`config.mk`:
```
export PLATFORM = sky130hd
export DESIGN_NAME = watchdog_trip
export DESIGN_NICKNAME = d
export VERILOG_FILES = /design/src/rtl/watchdog_trip.sv
export SDC_FILE = /design/constraint.sdc
export NUM_CORES = 1
export LEC_CHECK = 0
export CAP_MARGIN = 20
export CORE_MARGIN = 1.5
export CORE_UTILIZATION = 33
export CTS_CLUSTER_DIAMETER = 150
export DETAILED_ROUTE_END_ITERATION = 7
export PLACE_DENSITY = 0.81
export SLEW_MARGIN = 20
export SYNTH_ARGS = -nofsm -noshare
export SYNTH_HDL_FRONTEND = slang
export SYNTH_SLANG_ARGS = --single-unit
```
`constraint.sdc`:
```
create_clock -name clk -period 2.3 [get_ports clk]
set_clock_uncertainty 0.05 [all_clocks]
set_input_delay 0.46 -clock clk [delete_from_list [all_inputs] [get_ports clk]]
set_output_delay 0.46 -clock clk [all_outputs]
set_load 0.03 [all_outputs]
```
`src/rtl/watchdog_trip.sv`:
```
// watchdog_trip: trip handler downstream of a watchdog timer core (expiry vs host stop, reset pulse, cause, trip count).
//
// Ports:
//   clk, reset       - clock and synchronous active-high reset
//   wd_ready         - timer core ready (0 while running)
//   wd_curr          - timer core current count
//   wd_start_stop    - start/stop pulse also seen by the core
//   warn_threshold   - early-warning level, 0 disables
//   rst_len          - reset pulse length in cycles (0 acts as 1), sampled at trip entry
//   clear_cause      - pulse, clears expired
//   sys_reset_req    - system reset request, high for max(rst_len,1) cycles after an expiry
//   warn_irq         - early-warning level interrupt
//   expired          - sticky: last run ended by expiry
//   trip_count       - saturating expiry count
//
// Define WATCHDOG_TRIP_WARN_EN to build the early-warning comparator; otherwise warn_irq is tied 0.
module watchdog_trip #(
  parameter int RST_LEN_W = 8
) (
  input  logic                 clk,
  input  logic                 reset,
  input  logic                 wd_ready,
  input  logic [31:0]          wd_curr,
  input  logic                 wd_start_stop,
  input  logic [31:0]          warn_threshold,
  input  logic [RST_LEN_W-1:0] rst_len,
  input  logic                 clear_cause,
  output logic                 sys_reset_req,
  output logic                 warn_irq,
  output logic                 expired,
  output logic [7:0]           trip_count
);
  typedef enum logic [1:0] {IDLE, ARMED, TRIP} state_e;
  state_e state_q, state_d;
  logic [RST_LEN_W-1:0] cnt_q, cnt_d;
  logic stop_seen_q, stop_seen_d;
  logic ready_prev_q;
  logic expired_q, expired_d;
  logic [7:0] trip_count_q, trip_count_d;
  logic warn_q, warn_d;
  logic rise;
  logic [RST_LEN_W-1:0] len1;
  assign rise = !ready_prev_q && wd_ready;
  assign len1 = (rst_len == '0) ? RST_LEN_W'(1) : rst_len;
  always_comb begin
    state_d = state_q;
    cnt_d = cnt_q;
    stop_seen_d = stop_seen_q;
    // a trip entry below overrides the clear, so the set wins
    expired_d = expired_q && !clear_cause;
    trip_count_d = trip_count_q;
    case (state_q)
      IDLE: begin
        stop_seen_d = 1'b0;
        state_d = wd_ready ? IDLE : ARMED;
      end
      ARMED: begin
        stop_seen_d = stop_seen_q || wd_start_stop;
        if (rise) begin
          // a stop seen earlier or on this very cycle means the core was stopped, not expired
          if (stop_seen_q || wd_start_stop) state_d = IDLE;
          else begin
            state_d = TRIP;
            cnt_d = len1;
            expired_d = 1'b1;
            trip_count_d = (trip_count_q == 8'hff) ? trip_count_q : trip_count_q + 8'd1;
          end
        end
      end
      TRIP: begin
        cnt_d = cnt_q - RST_LEN_W'(1);
        state_d = (cnt_q <= RST_LEN_W'(1)) ? IDLE : TRIP;
      end
      default: state_d = IDLE;
    endcase
  end
`ifdef WATCHDOG_TRIP_WARN_EN
  // warning latches while the run stays armed and clears on any exit from ARMED
  assign warn_d = (state_q == ARMED && state_d == ARMED) &&
                  (warn_q || (warn_threshold != 32'd0 && wd_curr <= warn_threshold));
`else
  logic unused_warn;
  assign unused_warn = ^{warn_threshold, wd_curr};
  assign warn_d = 1'b0;
`endif
  always_ff @(posedge clk) begin
    if (reset) begin
      state_q <= IDLE;
      cnt_q <= '0;
      stop_seen_q <= 1'b0;
      ready_prev_q <= 1'b1;
      expired_q <= 1'b0;
      trip_count_q <= 8'd0;
      warn_q <= 1'b0;
    end else begin
      state_q <= state_d;
      cnt_q <= cnt_d;
      stop_seen_q <= stop_seen_d;
      ready_prev_q <= wd_ready;
      expired_q <= expired_d;
      trip_count_q <= trip_count_d;
      warn_q <= warn_d;
    end
  end
  assign sys_reset_req = (state_q == TRIP);
  assign warn_irq = warn_q;
  assign expired = expired_q;
  assign trip_count = trip_count_q;
endmodule
```
# After elaboration in Yosys (flattened, before gate mapping)

Cells that the tools add are included.

Register bits: 21
Input bits: 77
Output and inout port bits: 11
Word-level logic and storage cells: 40

Add/sub/neg operators: 2
Order comparisons: 1
Eq/ne operators: 5
Multiplexer cells: 13
Bitwise logic cells: 2
Reduce and logical (&&, ||, !) cells: 11

Operators by type and width:

| cell                                                 | count |
|---|---|
| 2-to-1 mux 8 bit                                     | 3 |
| one-hot mux 8 bit (2 select lines)                   | 1 |
| adder 8 x 1 -> 8 bit (second input constant)         | 1 |
| == test 8 bit (second input constant)                | 1 |
| <= comparator 8 x 1 -> 1 bit (second input constant) | 1 |
| zero test 8 bit                                      | 1 |
| subtractor 8 x 1 -> 8 bit (second input constant)    | 1 |
| 2-to-1 mux 2 bit                                     | 3 |
| one-hot mux 2 bit (3 select lines)                   | 1 |
| 2-to-1 mux 1 bit                                     | 4 |
| != test 2 bit (second input constant)                | 2 |
| AND reduction 4 bit                                  | 1 |
| nonzero test 2 bit                                   | 2 |
| AND reduction 3 bit                                  | 1 |
| == test 2 x 1 -> 1 bit (second input constant)       | 1 |
| == test 2 bit (second input constant)                | 1 |
| logical AND 1 bit                                    | 2 |
| zero test 1 bit                                      | 2 |
| zero test 2 bit                                      | 1 |
| inverter 1 bit                                       | 2 |
| one-hot mux 1 bit (2 select lines)                   | 1 |
| logical OR 1 bit                                     | 1 |

# Depth between registers and ports, before layout

Gate-level depths: netlist (run 1).

Depth in word-level cells: 5
Mapped depth: 6
Depth with buffers taken out: 6

# Least setup slack after synthesis (run 1)

Ideal clock, no wire load.

Path kind: input-to-reg
Start: input wd_start_stop
End: register trip_count_q[4] (netlist: trip_count[4])
Library setup time: 0.116 ns
Arrival time: 1.629 ns
Data required time: 2.134 ns
Setup slack: 0.506 ns
Cell stages on the path: 5
Path buffers: 1
Cell sequence: or4b_4 buf_6 a211oi_1 a21oi_1 a31o_1

Cells in the longest elaborated chain, start to end: 3

Ends and longest elaborated chain:

| item                          | line | text |
|---|---|---|
| from (decl)                   | 24   | `input logic wd_start_stop,` |
| logical OR 1 bit              | 61   | `if (stop_seen_q \|\| wd_start_stop) state_d = IDLE;` |
| inverter 1 bit (no line)      | -    |  |
| AND reduction 4 bit (no line) | -    |  |
| to (signal assigned)          | 101  | `trip_count_q <= trip_count_d;` |
| to (decl)                     | 39   | `logic [7:0] trip_count_q, trip_count_d;` |

Every way passes these cells.
A chain may end at the register's enable or synchronous reset.

# Worst setup path in the final report (run 1)

Start: register trip_count_q[3] (netlist: trip_count[3])
End: output trip_count[3]

RTL lines:

| item      | line | text |
|---|---|---|
| to (decl) | 31   | `output logic [7:0] trip_count` |

No word-level cell between the ends.

==> results_dict.tcl, run 1 <==
set metrics [dict create \
    async_flop_share_pct 0 \
    first_pass_iters 4 \
    cts_buffers 3 \
    chipWidth_um 60.9 \
    n_fill_cell 296 \
    drt_iter0_drc 40 \
    drive_above_1_share_pct 12.0 \
    grt_pass1_wl_mm 4.20 \
    synth.most_common_cell "dfxtp_1" \
    io_pins 88 \
    ys.flop_type "dfxtp_1" \
    ys_ff_latch 21 \
    rsz0062_at_grt "no" \
    regArea_sq_um 420 \
    min_path_type "flip-flop to flip-flop" \
    crit_required_ns 1.79 \
    antenna_found_initial 0 \
    finalCriticalPeriod_ns 2.04 \
    synth_top_family_by_area "simple AND/OR/NAND/NOR gates" \
    post_synth_fa_ha_maj_area_fraction_pct 3.40 \
    p_leak_nw 0.494 \
    drt-wirelength-per-cell_um 12.8 \
    crit_buf_inv 1 \
    synth.yosys.warnings 0 \
    synth-simple-area-share_pct 28.1 \
    dp_hpwl_mm 1.77 \
    syn_avg_cell_area_sq_um 8.77 \
    syn2layout_area_growth_pct 27.2 \
    cts-hold-fix-buffers 0 \
    critPathCaptureType "output port" \
    antenna_left 0 \
    die_h_um 60.9 \
    synthTopCellsByCount "21 x dfxtp_1, 15 x a21oi_1, 7 x nor2_1" \
    synth.distinct_cells 44 \
    synth_seq_area_share_pct 38.1 \
    top_layer "met4" \
    wl_mm 2.49 \
    fmax_mhz 490 \
    drv_cap 0 \
    num_antenna_cells 0 \
    drc 0 \
    cpPeakStageDelay_ns 0.73 \
    synth_compound_area_share_pct 24.8 \
    grt_max_degree 23 \
    htreeDepth 1 \
    die_area_sq_um 3700 \
    netlist_area_sq_um 1100 \
    dr_wl_met2_mm 1.19 \
    fp.coreArea_sq_um 3130 \
    cts_tree "built" \
    first_global_vias 959 \
    crit_arrival_ns 1.53 \
    finalHoldViolations 0 \
    setup_viol 0 \
    place.gp.congestion 0.847 \
    crit_chain "clkdlybuf4s50_1" \
    cts_sinks 21 \
    synth_top_area_share_pct 38.1 \
    num_vias 1041 \
    rows 20 \
    cts.clk_slew.worst_paths_ns 0.12 \
    cp_max_fo 9 \
    synth_xor_area_share_pct 0.793 \
    grt_use_total_pct 15.1 \
    worstSetupPathType "flip-flop to output port" \
    finalSetupTns_ns 0 \
    clockRootBuffer "clkbuf_4" \
    startpoint_type "flip-flop" \
    period_share_pct 88.8 \
    final_max_slew_viol_count 0 \
    clk_latency_ns 0.31 \
    synthesis.nets 206 \
    io_buffers 22 \
    wl_met3_um 89 \
    synth_edf_count 0 \
    critical_path.top_delay_family "buffers and inverters" \
    synthCells 126 \
    initial_core_util_pct 35.3 \
    overflow 0 \
    viasPerCell 5.37 \
    cp_slowest_cell "clkdlybuf4s50_1" \
    status "finished clean" \
    synthMuxAreaShare_pct 0 \
    nets 231 \
    hold_ws_ns 0.437 \
    powerDensity_nw_per_um2 472 \
    synth_area_leaders "dfxtp_1 38%, a21oi_1 6.8%, a31oi_1 3.4%, ha_1 3.4%, nand2b_1 2.8%" \
    wl_met1_mm 1.17 \
    clk_path_buf_depth 2 \
    max-vdd-ir-drop_v 0.000193 \
    yosysTopAreaCell "dfxtp_1" \
    multi_input_area_sq_um 634 \
]
## cells by family (layout without fill, tap and decap cells)
| group | count (synthesis) | count (layout) |
|---|---|---|
| simple gates | 50 | 50 |
| other cells | 1 | 1 |
| buf+inv | 10 | 34 |
| fa+ha+maj | 3 | 3 |
| flops | 21 | 21 |
| xor+xnor | 1 | 1 |
| compound gates | 40 | 40 |
## worst paths after layout
check / start / slack (ns) / endpoint / cells past startpoint
min reg2reg: expired$_SDFF_PP0_ / 0.44 / expired$_SDFF_PP0_ / 2
max: trip_count[3]$_SDFFE_PP0P_ / 0.26 / trip_count[3] / 1
min: expired$_SDFF_PP0_ / 0.44 / expired$_SDFF_PP0_ / 2
max reg2reg: state_q[1]$_SDFFE_PP0P_ / 0.53 / cnt_q[6]$_SDFFE_PP0P_ / 5
## through the flow
stage	area, sq um	utilization [%]	power [mW]	cells	worst slack [ns]
4_1_cts	1400	44.8	0.668	194	0.0626
6_report	1410	44.9	0.663	194	0.258
5_1_grt	1410	44.9	0.691	194	0.186
3_5_place_dp	1380	44.0	0.484	190	0.0442
2_1_floorplan	1100	-	0.448	126	0.506
3_3_place_gp	1380	44.0	0.481	190	0.106
## layout make-up
| cell class | count | area share [%] |
|---|---|---|
| Clock buffer | 3 | 1.60 |
| Clock inverter | 1 | 0.356 |
| Inverter | 4 | 1.07 |
| Multi-Input combinational cell | 95 | 45.1 |
| Sequential cell | 21 | 29.9 |
| Tap cell | 44 | 3.92 |
| Timing Repair Buffer | 26 | 18.0 |
## worst register-to-register path, cell delays in order (launching register included)
cell,delay [ns]
dfxtp_1,0.43
nand2b_1,0.10
buf_4,0.17
or4_4,0.49
or3_1,0.32
a31oi_1,0.15
## cells in the final DEF, fill, tap and decap left out, types with 3 or more instances in the layout
cell type,synthesis,layout
a211oi_1,3,3
a21oi_1,15,15
a31oi_1,6,6
buf_4,1,4
clkbuf_4,0,3
clkdlybuf4s50_1,0,21
dfxtp_1,21,21
ha_1,3,3
inv_1,4,4
nand2_1,6,6
nand2b_1,5,5
nand3_1,4,4
nor2_1,7,7
nor3_1,4,4
o21ai_0,5,5
or3_1,3,3
or4_1,4,4
## what timing repair did
| item | 4_1_cts | 5_1_grt |
|---|---|---|
| setup endpoints to repair | 0 | 1 |
| resized for setup | 0 | 1 |
| endpoints found under the hold margin | 0 | 0 |
| setup buffers | 0 | 0 |
## state kept, by name, summed over array words and instances, names as in the netlist
| register | flops |
|---|---|
| ready_prev_q | 1 |
| expired | 1 |
| stop_seen_q | 1 |
| cnt_q | 8 |
| trip_count | 8 |
| state_q | 2 |
## power by group
part	switching, mW	internal (mW)
Sequential	0.0108	0.375
Combinational	0.0442	0.0472
Clock	0.121	0.0651
## layer usage
metal	global-route usage, %	up-vias
li1	-	522
met1	19.3	498
met2	24.7	16
met3	2.99	5
met4	6.52	0
met5	0	-
No activity file was read; power rests on OpenSTA's default activity.
==> inputs of run 2 (changes only) <==
- CORE_UTILIZATION: 33 -> 35
- CTS_CLUSTER_SIZE: default -> 14
- PLACE_DENSITY: 0.81 -> 0.85
- clock period: 2.3 -> 2.5 ns (I/O delays scaled with it)
==> run 2 against run 1 <==
Net effect: register-to-register slack improved by 0.16 ns; final area fell by 0.27%; routed wire length shrank 3.2%; worst hold slack worse by 0.0075 ns; sequential share of layout area grew 0.080 points; critical endpoint is now sys_reset_req; via count shrank 1.9%; utilization rose by 1.4 points; non-clock buffer count unchanged; combinational power down 8.5%; sequential power down 8.0%; worst setup slack lost 0.015 ns.
==> results_dict.tcl, run 2 (synthesis gave the netlist of run 1 again) <==
set metrics [dict create \
    final_max_slew_viol_count 0 \
    num_antenna_cells 0 \
    num_vias 1021 \
    p_seq_share_pct 58.3 \
    viasPerCell 5.26 \
    antenna_found_initial 0 \
    critPathCaptureType "output port" \
    p_leak_nw 0.473 \
    io_buffers 22 \
    cp_slowest_cell "clkdlybuf4s50_1" \
    overflow 0 \
    max-vdd-ir-drop_v 0.000191 \
    antenna_left 0 \
    first_global_vias 957 \
    hold-path-endpoint "expired$_SDFF_PP0_" \
    cts_sinks 21 \
    hp-start "expired$_SDFF_PP0_" \
    die_h_um 59.2 \
    finalCriticalPeriod_ns 2.26 \
    io_pins 88 \
    cts-hold-fix-buffers 0 \
    hold_ws_ns 0.429 \
    finalSetupTns_ns 0 \
    rr_endpoint "trip_count[3]$_SDFFE_PP0P_" \
    grt_use_total_pct 15.2 \
    period_share_pct 90.3 \
    reg2regPathDepth 4 \
    clk_latency_ns 0.31 \
    cts_tree "built" \
    post_cts_buffers 0 \
    drv_cap 0 \
    clockRootBuffer "clkbuf_4" \
    drt-wirelength-per-cell_um 12.4 \
    critical_path.top_delay_family "buffers and inverters" \
    p_comb_share_pct 13.7 \
    final_common_cell "clkdlybuf4s50_1" \
    chipWidth_um 59.2 \
    dpl_cell_area_sq_um 1380 \
    ff2ff_setup_slack_ns 0.69 \
    crit_chain "nand2b_1, inv_1, clkdlybuf4s50_1" \
    powerDensity_nw_per_um2 434 \
    whs_path_depth 2 \
    first_pass_iters 4 \
    cpPeakStageDelay_ns 0.70 \
    initial_core_util_pct 36.5 \
    cp_max_fo 6 \
    setup_viol 0 \
    status "finished clean" \
    swShare_pct 25.8 \
    fin_area_sq_um 1400 \
    drive_above_1_share_pct 11.3 \
    cts.clk_slew.worst_paths_ns 0.12 \
    min_path_type "flip-flop to flip-flop" \
    p_sw_uw 157 \
    intPower_uw 451 \
    clk_path_buf_depth 2 \
    crit_required_ns 1.95 \
    final_cell_mix "22 x clkdlybuf4s50_1, 21 x dfxtp_1, 15 x a21oi_1" \
    place.gp.congestion 0.865 \
    fmax_mhz 443 \
    cts_buffers 3 \
    clkPwrFrac_pct 27.9 \
    wl_mm 2.41 \
    drc 0 \
    grt_max_degree 15 \
    rsz0062_at_grt "no" \
    worstSetupPathType "flip-flop to output port" \
    syn2layout_area_growth_pct 26.8 \
    crit_buf_inv 2 \
    grt_pass1_wl_mm 4.14 \
    drt_iter0_drc 26 \
    rows 20 \
    finalHoldViolations 0 \
    htreeDepth 1 \
    nets 231 \
    dp_hpwl_mm 1.87 \
    startpoint_type "flip-flop" \
    die_area_sq_um 3500 \
    crit_arrival_ns 1.71 \
    fp.coreArea_sq_um 3030 \
    regToRegStartpoint "state_q[1]$_SDFFE_PP0P_" \
    post_cts_resized 0 \
]
-- run 2: changes by cell type in the layout (fill, tap and decap cells not counted) --
cell | previous run | this run
clkdlybuf4s50_1 | 21 | 22
clkinv_2 | 1 | 0
dlymetal6s2s_1 | 1 | 0
clkbuf_1 | 0 | 1
-- run 2: power by group through the flow --
stage,combinational (mW),sequential (mW),clock [mW]
final,0.0835,0.355,0.170
after global routing,0.0921,0.357,0.184
after CTS,0.0834,0.354,0.173
after detailed placement,0.0829,0.362,0
after global placement,0.0810,0.361,0
after floorplan,0.0521,0.360,0
-- run 2: worst max-delay path by stage --
stage / slack [ns] / to / from / cells after the start
3_3_place_gp: 0.21 / trip_count[3]$_SDFFE_PP0P_ / wd_start_stop / 5
4_1_cts: 0.24 / sys_reset_req / state_q[1]$_SDFFE_PP0P_ / 3
2_1_floorplan: 0.67 / trip_count[4]$_SDFFE_PP0P_ / wd_start_stop / 5
6_report: 0.24 / sys_reset_req / state_q[1]$_SDFFE_PP0P_ / 3
3_5_place_dp: 0.15 / trip_count[3]$_SDFFE_PP0P_ / wd_start_stop / 5
5_1_grt: 0.14 / sys_reset_req / state_q[1]$_SDFFE_PP0P_ / 3
-- run 2: metrics by stage --
step | utilization [%] | power [mW] | setup slack [ns] | cells
after global placement | 45.4 | 0.442 | 0.207 | 190
after global routing | 46.3 | 0.633 | 0.142 | 194
after floorplan | - | 0.413 | 0.666 | 126
after detailed placement | 45.4 | 0.445 | 0.153 | 190
after CTS | 46.3 | 0.611 | 0.236 | 194
final | 46.3 | 0.608 | 0.243 | 194
-- run 2: worst min-delay path: cells and delay by family (launching register included) --
kind            cells  cell delay, ns
flops               1            0.33
simple gates        1            0.06
compound gates      1            0.06
-- run 2: cell type report --
class | instances | area (sq um)
clock buffer | 4 | 26.3
fill | 293 | 1630
inverter | 4 | 15.0
multi-input combinational | 95 | 634
sequential | 21 | 420
tap | 44 | 55.1
timing repair buffer | 26 | 250
-- run 2: layer usage --
metal	global-route usage [%]	vias to the layer above	wire length, um
met5	0	-	0
met4	7.79	0	51
met1	18.7	478	1060
met3	2.18	5	83
li1	-	523	-
met2	25.6	15	1210
==> inputs of run 3 (changes only) <==
- CELL_PAD_IN_SITES_DETAIL_PLACEMENT: default -> 0
- CELL_PAD_IN_SITES_GLOBAL_PLACEMENT: default -> 1
- CORE_UTILIZATION: 35 -> 24
- PLACE_DENSITY: 0.85 -> default
- PLACE_DENSITY_LB_ADDON: default -> 0.1
==> run 3 against run 2 <==
Net effect: clock-buffer cell count decreased by 1; clock power increased by 34%; final area increased by 3.2%; maximum frequency increased by 6.8%; sequential power about the same; routed wire length increased by 19%; critical path depth unchanged; non-clock buffer count increased by 2; global-route usage decreased by 3.0 points; sequential share of layout area decreased by 0.93 points; power increased by 10%; die area increased by 43%; critical endpoint unchanged; largest power group unchanged; highest routed layer unchanged.
==> results_dict.tcl, run 3 (synthesis gave the netlist of run 1 again) <==
set metrics [dict create \
    rows 24 \
    worstSetupPathType "flip-flop to output port" \
    drt-wirelength-per-cell_um 14.0 \
    min_path_type "flip-flop to flip-flop" \
    first_pass_iters 4 \
    crit_required_ns 1.95 \
    dp_hpwl_mm 2.13 \
    crit_chain "nand2b_1, inv_1, clkdlybuf4s50_1" \
    cts.clk_slew.worst_paths_ns 0.08 \
    hold_ws_ns 0.430 \
    powerDensity_nw_per_um2 462 \
    antenna_left 0 \
    final_max_slew_viol_count 0 \
    grt_use_total_pct 12.3 \
    final_cell_mix "22 x clkdlybuf4s50_1, 21 x dfxtp_1, 15 x a21oi_1" \
    hold-path-endpoint "expired$_SDFF_PP0_" \
    critPathCaptureType "output port" \
    hp-start "expired$_SDFF_PP0_" \
    initial_core_util_pct 25.2 \
    grt_max_degree 13 \
    finalCriticalPeriod_ns 2.11 \
    cts_sinks 21 \
    drc 0 \
    syn2layout_area_growth_pct 30.9 \
    viasPerCell 5.02 \
    reg2regPathDepth 5 \
    htreeDepth 1 \
    num_vias 1024 \
    final_common_cell "clkdlybuf4s50_1" \
    finalHoldViolations 0 \
    startpoint_type "flip-flop" \
    antenna_found_initial 0 \
    rr_endpoint "cnt_q[6]$_SDFFE_PP0P_" \
    path_depth 3 \
    num_antenna_cells 0 \
    clk_path_buf_depth 2 \
    fp.coreArea_sq_um 4380 \
    overflow 0 \
    regToRegStartpoint "state_q[1]$_SDFFE_PP0P_" \
    post_cts_resized 0 \
    dp_cells 200 \
    clk_latency_ns 0.26 \
    finalSetupTns_ns 0 \
    place.gp.congestion 0.744 \
    io_pins 88 \
    grt_pass1_wl_mm 5.00 \
    cp_max_fo 6 \
    clockRootBuffer "clkbuf_8" \
    drive_above_1_share_pct 13.2 \
    cts-hold-fix-buffers 0 \
    chipWidth_um 70.9 \
    wl_mm 2.87 \
    p_leak_nw 0.495 \
    final_cells 204 \
    ff2ff_setup_slack_ns 0.70 \
    first_global_vias 1036 \
    cpPeakStageDelay_ns 0.67 \
    post_cts_buffers 0 \
    status "finished clean" \
    nets 233 \
    drv_cap 0 \
    cp_slowest_cell "clkdlybuf4s50_1" \
    cts_tree "built" \
    drt_iter0_drc 26 \
    die_h_um 70.9 \
    total_power_uw 669 \
    crit_buf_inv 2 \
    max-vdd-ir-drop_v 0.000261 \
    io_buffers 22 \
    crit_arrival_ns 1.56 \
    fmax_mhz 473 \
    period_share_pct 84.6 \
    whs_path_depth 2 \
    cts_buffers 3 \
    die_area_sq_um 5020 \
    critical_path.top_delay_family "buffers and inverters" \
    rsz0062_at_grt "no" \
    setup_viol 0 \
]
[run 3: changes by cell type in the layout (fill, tap and decap cells not counted), sizes merged]
cell,delta
clkbuf,-1
clkinv,+1
buf,+2
[run 3: routing by layer]
metal,routed length [um],track usage [%],vias up
met1,1410,16.0,480
met4,23,1.89,0
li1,-,-,525
met3,85,2.99,2
met2,1350,21.0,17
met5,0,0,-
[run 3: metrics by stage]
stage | worst slack, ns | area [sq um] | util, %
global route | 0.317 | 1450 | 33.0
CTS | 0.362 | 1450 | 33.0
global placement | 0.209 | 1400 | 31.9
finish | 0.386 | 1450 | 33.0
detailed placement | 0.148 | 1400 | 31.9
floorplan | 0.666 | 1100 | -
[run 3: final cells by class]
cell class | instances | area (sq um)
fill | 466 | 2940
multi-input combinational | 95 | 634
sequential | 21 | 420
timing repair buffer | 28 | 265
tap | 52 | 65.1
clock buffer | 3 | 41.3
inverter | 4 | 15.0
clock inverter | 1 | 5.00
[run 3: tightest hold or removal path, cell delays in order (launching register included)]
cell and delay [ns]:
dfxtp_1 0.32, nand2b_1 0.06, a21oi_1 0.06
[run 3: power by group]
group / internal, mW / total (mW) / switching, mW
Sequential: 0.344 / 0.355 / 0.0102
Combinational: 0.0445 / 0.0863 / 0.0419
Clock: 0.111 / 0.227 / 0.116
Total: 0.500 / 0.669 / 0.169
[run 3: worst max path at each step]
stage                                 start                         end  slack [ns]
finish              state_q[1]$_SDFFE_PP0P_               sys_reset_req        0.39
global route        state_q[1]$_SDFFE_PP0P_               sys_reset_req        0.32
CTS                 state_q[0]$_SDFFE_PP0P_               sys_reset_req        0.36
detailed placement            wd_start_stop  trip_count[0]$_SDFFE_PP0P_        0.15
global placement              wd_start_stop  trip_count[0]$_SDFFE_PP0P_        0.21
floorplan                     wd_start_stop  trip_count[4]$_SDFFE_PP0P_        0.67
